### config.mk
export PLATFORM = sky130hd
export DESIGN_NAME = quad_step_decoder
export DESIGN_NICKNAME = d
export VERILOG_FILES = /design/src/rtl/quad_step_decoder.sv
export SDC_FILE = /design/constraint.sdc
export NUM_CORES = 1
export LEC_CHECK = 0
export BUFFER_PORTS_ARGS = -buffer_cell sky130_fd_sc_hd__buf_2
export CAP_MARGIN = 5
export CORE_MARGIN = 4
export CORE_UTILIZATION = 36
export CTS_CLUSTER_SIZE = 10
export DETAILED_ROUTE_END_ITERATION = 8
export PLACE_DENSITY = 0.64
export SKIP_LAST_GASP = 1
export SLEW_MARGIN = 20
export SYNTH_ARGS = -nofsm -noshare
export SYNTH_HDL_FRONTEND = slang
export SYNTH_SLANG_ARGS = --single-unit
### constraint.sdc
create_clock -name clk -period 4.6 [get_ports clk]
set_clock_uncertainty 0.2 [all_clocks]
set_input_delay 0.92 -clock clk [delete_from_list [all_inputs] [get_ports clk]]
set_output_delay 0.92 -clock clk [all_outputs]
set_load 0.01 [all_outputs]
### src/rtl/quad_step_decoder.sv
// Quadrature A/B step decoder: synchronises and debounces the encoder phases, tracks
// the Gray sequence and emits step pulses with direction, a wrapping position and a sticky error.
module quad_step_decoder #(
  parameter int unsigned SYNC_STAGES     = 2,
  parameter int unsigned DEBOUNCE_CYCLES = 4,
  parameter int unsigned WIDTH           = 4
) (
  input  logic             clk,
  input  logic             reset,
  input  logic             quad_a,
  input  logic             quad_b,
  input  logic             clear,
  input  logic             error_clr,
  output logic             step_en,
  output logic             step_dir,
  output logic [WIDTH-1:0] position,
  output logic             error
);

  localparam int unsigned SYNC_W = 2 * SYNC_STAGES;
  localparam int unsigned CNT_W  = 8;
  localparam logic [CNT_W-1:0] DB_LIMIT = CNT_W'(DEBOUNCE_CYCLES);

  typedef enum logic [2:0] {
    ST_INIT,
    ST_P0,
    ST_P1,
    ST_P2,
    ST_P3
  } dec_state_t;

  logic [SYNC_W-1:0] sync_sr;
  logic [1:0]        sync;
  logic [1:0]        sync_q;
  logic [1:0]        filt;
  logic              filt_valid;
  logic              filt_upd;
  logic [CNT_W-1:0]  db_cnt;
  logic [CNT_W-1:0]  db_nxt_c;
  dec_state_t        state;
  dec_state_t        state_nxt;
  logic [1:0]        delta_c;
  logic              step_c;
  logic              up_c;
  logic              illegal_c;

  // Phase pair {A,B} through the synchroniser chain; oldest stage is the usable value
  always_ff @(posedge clk or negedge reset) begin
    if (!reset) begin
      sync_sr <= '0;
    end else begin
      sync_sr <= {sync_sr[SYNC_W-3:0], quad_a, quad_b};
    end
  end

  assign sync = sync_sr[SYNC_W-1 -: 2];

  // A change in the synchronised value mid-count restarts the stability run at one
  assign db_nxt_c = (sync != sync_q) ? CNT_W'(1) : db_cnt + CNT_W'(1);

  // Debounce: filt only follows sync after DEBOUNCE_CYCLES stable cycles. Before the first
  // acceptance filt is not valid, so the first stable level is always taken. The cycle
  // right after an acceptance does not count, capping the rate at one per DEBOUNCE_CYCLES+1.
  always_ff @(posedge clk or negedge reset) begin
    if (!reset) begin
      sync_q     <= '0;
      filt       <= '0;
      filt_valid <= 1'b0;
      filt_upd   <= 1'b0;
      db_cnt     <= '0;
    end else begin
      sync_q   <= sync;
      filt_upd <= 1'b0;
      if (filt_upd || (filt_valid && (sync == filt))) begin
        db_cnt <= '0;
      end else if (db_nxt_c == DB_LIMIT) begin
        filt       <= sync;
        filt_valid <= 1'b1;
        filt_upd   <= 1'b1;
        db_cnt     <= '0;
      end else begin
        db_cnt <= db_nxt_c;
      end
    end
  end

  function automatic dec_state_t phase_state(input logic [1:0] ph);
    case (ph)
      2'b00:   return ST_P0;
      2'b01:   return ST_P1;
      2'b11:   return ST_P2;
      default: return ST_P3;
    endcase
  endfunction

  // Position of a tracked phase along the up sequence 00->01->11->10
  function automatic logic [1:0] state_idx(input dec_state_t s);
    case (s)
      ST_P1:   return 2'd1;
      ST_P2:   return 2'd2;
      ST_P3:   return 2'd3;
      default: return 2'd0;
    endcase
  endfunction

  always_ff @(posedge clk or negedge reset) begin
    if (!reset) begin
      state <= ST_INIT;
    end else begin
      state <= state_nxt;
    end
  end

  // Decode the previous -> new phase one edge after each filt update
  always_comb begin
    state_nxt = state;
    delta_c   = 2'd0;
    step_c    = 1'b0;
    up_c      = 1'b0;
    illegal_c = 1'b0;
    if (filt_upd) begin
      state_nxt = phase_state(filt);
      if (state != ST_INIT) begin
        delta_c = state_idx(state_nxt) - state_idx(state);
        case (delta_c)
          2'd1: begin
            step_c = 1'b1;
            up_c   = 1'b1;
          end
          2'd3:    step_c    = 1'b1;
          2'd2:    illegal_c = 1'b1;
          default: ;
        endcase
      end
    end
  end

  // Registered outputs; clear beats a coincident step, a new illegal jump beats error_clr
  always_ff @(posedge clk or negedge reset) begin
    if (!reset) begin
      step_en  <= 1'b0;
      step_dir <= 1'b1;
      position <= '0;
      error    <= 1'b0;
    end else begin
      step_en <= step_c;
      if (step_c) begin
        step_dir <= up_c;
      end
      if (clear) begin
        position <= '0;
      end else if (step_c) begin
        position <= up_c ? position + WIDTH'(1) : position - WIDTH'(1);
      end
      if (illegal_c) begin
        error <= 1'b1;
      end else if (error_clr) begin
        error <= 1'b0;
      end
    end
  end

endmodule

==> qor.txt, run 1 <==
status: finished clean
Cells after Synth: 124
DR vias/cell: 4.88
Ports: 13
final hold vios: 0
Worst-path clk slew: 0.10 ns
Area Overhead vs Synth: 12.2%
Arr. time, crit path: 3.51 ns
# rows: 22
total die area: 0.00494 mm2
DR WL/cell: 12.6 um
Leak Pwr: 0.000762 uW
Yosys reg bits: 28
Worst Hold Class: reg2reg
dpl hpwl: 1770 um
# Post-CTS Setup Buffers: 0
post-synthesis net count: 139
CTS Sinks: 28
Post-Place Cell Area: 0.00151 mm2
WL final: 2370 um
fmax: 282 MHz
DRC viols: 0
vias: 913
CTS tree: yes
sequential share of the synthesized area: 50.2%
final instance area: 0.00157 mm2
core outline area: 0.00372 mm2
root buffer cell: clkbuf_8
Post-Syn Area per Cell: 11.3 um2
worst-margin pin slew: 0.616 ns
DRT Pass-1 Iters: 4
YS warnings: 0
DRT antenna net count: 0
cts bufs inserted: 3
max-cap violations: 0
final setup TNS: 0 ns
Final nets: 155
Area contributors post-synth: dfrtp_1 48%, ha_1 7.2%, xnor2_1 5.6%, xor2_1 4.4%, nor2_1 4.3%
CP Capture Type: flop
GRT overflow: 0
Die Height: 70.3 um
H-Tree Level Count: 1
Initial Util: 37.6%
endpoints failing setup: 0
Port Buffers: 12
Final Max Tran Viols: 0
n_diodes: 0
CP required: 4.56 ns
crit path kind: reg2reg
VDD IR max: 0.187 mV
biggest area consumer among synthesized cells: dfrtp_1
crit-path max FO: 5
share of cells above drive strength 1: 19.4%
Final Cycle Share: 77.1%
vias in the first global route: 935
Async SR Flop Fraction: 100%
worst slack at placement: 1.06 ns
die width: 70.3 um
worst-skew pair later-pin latency: 0.27 ns
Synth Flop Type: dfrtp_1
RSZ-0062 raised after global routing: false
final setup margin: 1.05 ns
post-cts sizing count: 0
Mapped Area: 0.00140 mm2
max incr delay on CP: 0.44 ns
share of the synthesized area in the top cell type: 48.3%
largest net degree at the start of global routing: 29
gr usage total: 10.4%
initial antenna violation count: 0
P per Cell Area: 405 mW/mm2
first-pass GRT wire length: 4200 um
Slew headroom: 58.9%
Post-synth EDFFs: 0
CTS Buffer Depth: 2
Starting DRT DRC Count: 46
CP dominant cell by count: ha_1
final core occ: 42.2%
Slowest cell on crit path: dfrtp_1
Placer Congestion: 0.794
Final min period: 3.55 ns
crit-path cells: inv_1 > ha_1 > inv_1 > ha_1 > xnor2_1 > xnor2_1 > nand2_1 > ha_1 > a21o_1 > a21o_1 > or3_1 > mux2i_1 > mux2_2
Unique masters post-synth: 35
Worst Setup Start Kind: flop
post-cts hold buffer count: 0
-- worst paths after layout --
| check | start | end | slack, ns | depth (start not counted) |
|---|---|---|---|---|
| min in group asynchronous | reset | sync_sr[2] | 0.45 | 1 |
| max in group asynchronous | reset | state[2] | 3.34 | 1 |
| hold reg to reg | sync_sr[1] | sync_sr[3] | 0.16 | 0 |
| setup reg to reg | filt[0] | position[3] | 1.05 | 13 |
| setup / recovery | filt[0] | position[3] | 1.05 | 13 |
| hold / removal | sync_sr[1] | sync_sr[3] | 0.16 | 0 |
-- worst max-delay path, delay by kind of cell, from the launching register on --
family / cells / cell delay [ns]
fa+ha+maj: 3 / 0.84
compound gates: 2 / 0.36
xor+xnor: 2 / 0.46
flops: 1 / 0.44
simple gates: 2 / 0.48
mux: 2 / 0.50
buf+inv: 2 / 0.14
-- layer usage --
metal	track usage [%]	vias up	routed length, um
li1	-	444	-
met1	13.0	455	1080
met2	17.3	10	1200
met3	1.58	4	53
met4	4.89	0	33
met5	0	-	0
-- cells by family after synthesis --
kind of cell / Yosys count / share of synthesized area [%]
simple gates: 40 / 15.1
buf+inv: 9 / 2.51
fa+ha+maj: 9 / 8.59
compound gates: 14 / 7.07
flops: 28 / 50.2
mux: 8 / 6.45
xor+xnor: 16 / 10.0
-- Yosys cell counts (2+ instances only) --
library cell and instances:
o31ai_1 2, mux2_2 4, a211oi_1 2, and3_1 3
o21ai_0 2, dfrtp_1 27, a21oi_1 2, a21o_1 2
inv_1 8, nand2_1 6, nor2b_1 2, mux2i_1 3
nor2_1 16, nand4_1 2, ha_1 8, xnor2_1 9
nor3b_1 2, xor2_1 7
-- cell type report --
| cell class | instances | area (um2) |
|---|---|---|
| fillers | 348 | 2150 |
| flip-flops and latches | 28 | 702 |
| multi-input cells | 87 | 661 |
| repair buffers | 12 | 60.1 |
| well taps | 48 | 60.1 |
| clock buffers | 4 | 55.1 |
| inverters | 8 | 30.0 |
-- cells in the final DEF, fill, tap and decap left out --
cell	n
mux2_4	1
o31ai_1	2
nand4_1	2
nand3_1	1
and2_1	1
a211oi_1	2
and3_1	3
a21boi_0	1
clkbuf_8	4
dfrtp_1	27
xor2_1	7
o21ai_0	2
xnor2_1	9
nor2_2	1
nor2_1	16
o2111a_1	1
a21oi_1	2
or3_1	1
dfstp_2	1
inv_1	8
a21o_1	2
o32ai_1	1
buf_2	12
nor2b_4	1
or2_2	1
mux2_2	4
and3_2	1
ha_1	8
a31oi_1	1
nand2_1	6
mux2i_1	3
nor3b_1	2
and4_1	1
fa_1	1
and4_2	1
nor2b_1	2
-- state kept, by name (all words and copies together) (netlist names) --
register,flops
db_cnt,8
step_dir,1
filt,2
step_en,1
sync_sr,4
error,1
sync_q,2
filt_valid,1
position,4
state,3
filt_upd,1
-- power breakdown --
group / internal, uW / leakage [uW] / switching [uW]
combinational: 82.2 / 0.000369 / 90.9
sequential: 278 / 0.000365 / 32.9
clock: 76.6 / 0.0000288 / 74.3
-- per-stage QoR --
stage	power, uW	hold slack [ns]	instances
final	635	0.162	187
after floorplan	446	0.131	124
after detailed placement	488	0.153	183
after global placement	482	0.136	183
after global routing	683	0.183	187
after CTS	640	0.173	187
(Power assumes the default switching activity.)
==> run 2: changes to the inputs <==
==> constraint.sdc (replaced) <==
create_clock -name clk -period 3.35 [get_ports clk]
set_clock_uncertainty 0.2 [all_clocks]
set_input_delay 0.67 -clock clk [delete_from_list [all_inputs] [get_ports clk]]
set_output_delay 0.67 -clock clk [all_outputs]
set_load 0.01 [all_outputs]
==> run 2 against run 1 <==
Against the previous run: global-route usage rose by 0.54 points; clock power is 75% higher; sequential power up 38%; core utilization rose by 2.9 points; worst setup slack lost 0.98 ns; die area unchanged; combinational power increased by 88%; non-clock buffer count grew 9; hold slack got worse by 0.0047 ns; first-iteration DRC count down 20%; power rose by 60%; largest power group unchanged; highest routed layer unchanged.
==> qor.txt, run 2 (same netlist as run 1, synthesis figures left out) <==
CP required: 3.32 ns (was 4.56 ns)
root buffer cell: clkbuf_8 (unchanged)
Worst Setup Start Kind: flop (unchanged)
VDD IR max: 0.236 mV (was 0.187 mV)
dpl hpwl: 1760 um (was 1770 um)
die width: 70.3 um (unchanged)
Ports: 13 (unchanged)
largest net degree at the start of global routing: 29 (unchanged)
Final nets: 164 (was 155)
Final Max Tran Viols: 0 (unchanged)
post-cts hold buffer count: 0 (unchanged)
CP delay by family, top: multiplexers (was adder cells)
fmax: 305 MHz (was 282 MHz)
n_diodes: 0 (unchanged)
DR vias/cell: 4.86 (was 4.88)
Worst-path clk slew: 0.10 ns (about the same)
Starting DRT DRC Count: 37 (was 46)
Post-Layout Cell Count: 196 (was 187)
Total Power: 1020 uW (was 635 uW)
vias: 953 (was 913)
sw frac: 29.4% (was 31.2%)
Slowest cell on crit path: dfrtp_1 (unchanged)
worst-margin pin slew: 0.619 ns (was 0.616 ns)
final hold vios: 0 (unchanged)
CTS Buffer Depth: 2 (unchanged)
max-cap violations: 0 (unchanged)
status: finished clean (unchanged)
Final Cycle Share: 97.8% (was 77.1%)
Area Overhead vs Synth: 20.0% (was 12.2%)
total die area: 0.00494 mm2 (unchanged)
DRT Pass-1 Iters: 4 (unchanged)
Initial Util: 37.6% (unchanged)
commonest non-fill, non-tap cell in the layout: dfrtp_1 (unchanged)
biggest regs: db_cnt (8), position (4), sync_sr (4) (unchanged)
CTS tree: yes (unchanged)
DRC viols: 0 (unchanged)
Final min period: 3.28 ns (was 3.55 ns)
Slew headroom: 58.8% (was 58.9%)
area of the multi-input gates: 686 um2 (was 661 um2)
CP Capture Type: flop (unchanged)
Leak Pwr: 0.000811 uW (was 0.000762 uW)
crit path kind: reg2reg (unchanged)
Comb pwr share: 31.9% (was 27.3%)
first-pass GRT wire length: 4390 um (was 4200 um)
Reg power frac: 42.0% (was 49.0%)
H-Tree Level Count: 1 (unchanged)
Int Pwr: 719 uW (was 437 uW)
commonest cells after routing, fill and taps aside: 27 x dfrtp_1, 15 x nor2_1, 12 x buf_2 (was 27 x dfrtp_1, 16 x nor2_1, 12 x buf_2)
worst path bufs/invs: 0 (was 2)
fill count: 349 (was 348)
worst-skew pair later-pin latency: 0.28 ns (was 0.27 ns)
crit-path cells: ha_1 > nor2_4 > mux2i_1 > xnor2_1 > xnor2_1 > nand2_1 > ha_1 > a21o_1 > a21o_1 > or3_1 > mux2i_1 > mux2_2 (was inv_1 > ha_1 > inv_1 > ha_1 > xnor2_1 > xnor2_1 > nand2_1 > ha_1 > a21o_1 > a21o_1 > or3_1 > mux2i_1 > mux2_2)
WHS: 0.158 ns (was 0.162 ns)
Placer Congestion: 0.794 (about the same)
Port Buffers: 12 (unchanged)
Worst Hold Class: reg2reg (unchanged)
DR WL/cell: 12.8 um (was 12.6 um)
GRT overflow: 0 (unchanged)
P_sw: 299 uW (was 198 uW)
max incr delay on CP: 0.44 ns (about the same)
final setup margin: 0.0743 ns (was 1.05 ns)
vias in the first global route: 1010 (was 935)
max reg flops: 8 (unchanged)
# rows: 22 (unchanged)
CTS Sinks: 28 (unchanged)
P per Cell Area: 607 mW/mm2 (was 405 mW/mm2)
gr usage total: 10.9% (was 10.4%)
cts bufs inserted: 3 (unchanged)
worst slack at placement: -0.00365 ns (was 1.06 ns)
WL final: 2500 um (was 2370 um)
Die Height: 70.3 um (unchanged)
endpoints failing setup: 0 (unchanged)
Arr. time, crit path: 3.24 ns (was 3.51 ns)
DP Cell Count: 185 (was 183)
largest reg by FF count: db_cnt (unchanged)
DRT antenna net count: 0 (unchanged)
initial antenna violation count: 0 (unchanged)
core outline area: 0.00372 mm2 (unchanged)
RSZ-0062 raised after global routing: true (was false)
Register Area: 702 um2 (unchanged)
final core occ: 45.1% (was 42.2%)
Clk pwr share: 26.0% (was 23.8%)
crit-path max FO: 4 (was 5)
share of cells above drive strength 1: 28.4% (was 19.4%)
## run 2: cell types whose count changed in the layout (fill, tap and decap cells not counted)
cell	before	now
bufinv_16	0	1
inv_2	0	2
inv_1	8	6
ha_2	0	2
ha_4	0	1
nor2_4	0	1
nor2_1	16	15
buf_4	0	9
ha_1	8	5
clkbuf_8	4	3
## run 2: worst paths after layout
check	from	end	slack, ns	cells after the start
min in group asynchronous	reset	sync_sr[0]	0.19	1
worst max register to register	filt[0]	position[3]	0.07	12
worst min register to register	sync_sr[0]	sync_sr[2]	0.16	0
worst max-delay path	filt[0]	position[3]	0.07	12
worst min-delay path	sync_sr[0]	sync_sr[2]	0.16	0
max in group asynchronous	reset	position[3]	2.34	1
## run 2: layout make-up
class,instances,share of cell area [%]
sequential,28,41.9
tap,48,3.58
multi-input combinational,87,40.9
clock inverter,1,1.79
clock buffer,3,2.46
inverter,8,1.79
timing repair buffer,21,7.61
## run 2: worst reg2reg max path, cell delays in order (launching register included)
cell and delay [ns]:
dfrtp_1 0.44, ha_1 0.26, nor2_4 0.11, mux2i_1 0.23, xnor2_1 0.15, xnor2_1 0.17
nand2_1 0.15, ha_1 0.31, a21o_1 0.17, a21o_1 0.17, or3_1 0.30, mux2i_1 0.15
mux2_2 0.35
## run 2: through the flow
| step | cell area, um2 | setup TNS, ns |
|---|---|---|
| after detailed placement | 1530 | -0.00365 |
| after CTS | 1610 | 0 |
| after global routing | 1680 | -0.0801 |
| after floorplan | 1400 | 0 |
| after global placement | 1530 | 0 |
| final | 1680 | 0 |
## run 2: what timing repair did
item | CTS | global route
endpoints found under the setup margin | 1 | 1
setup buffers | 2 | 5
gates cloned | 0 | 0
gates resized for setup | 0 | 7
pin swaps | 0 | 6
## run 2: power by group through the flow
stage	logic (uW)	clock network, uW	registers, uW
2_1_floorplan	188	0	424
3_3_place_gp	255	0	429
3_5_place_dp	259	0	436
4_1_cts	277	273	426
5_1_grt	363	284	433
6_report	325	265	428
## run 2: routing by layer
| layer | wire length (um) | global-route usage, % | vias to the layer above | share of wire [%] |
|---|---|---|---|---|
| met5 | 0 | 0 | - | 0 |
| met4 | 56 | 5.74 | 0 | 2.2 |
| met3 | 50 | 0.863 | 5 | 2.0 |
| met2 | 1280 | 19.4 | 13 | 51 |
| met1 | 1120 | 12.8 | 469 | 45 |
| li1 | - | - | 466 | - |
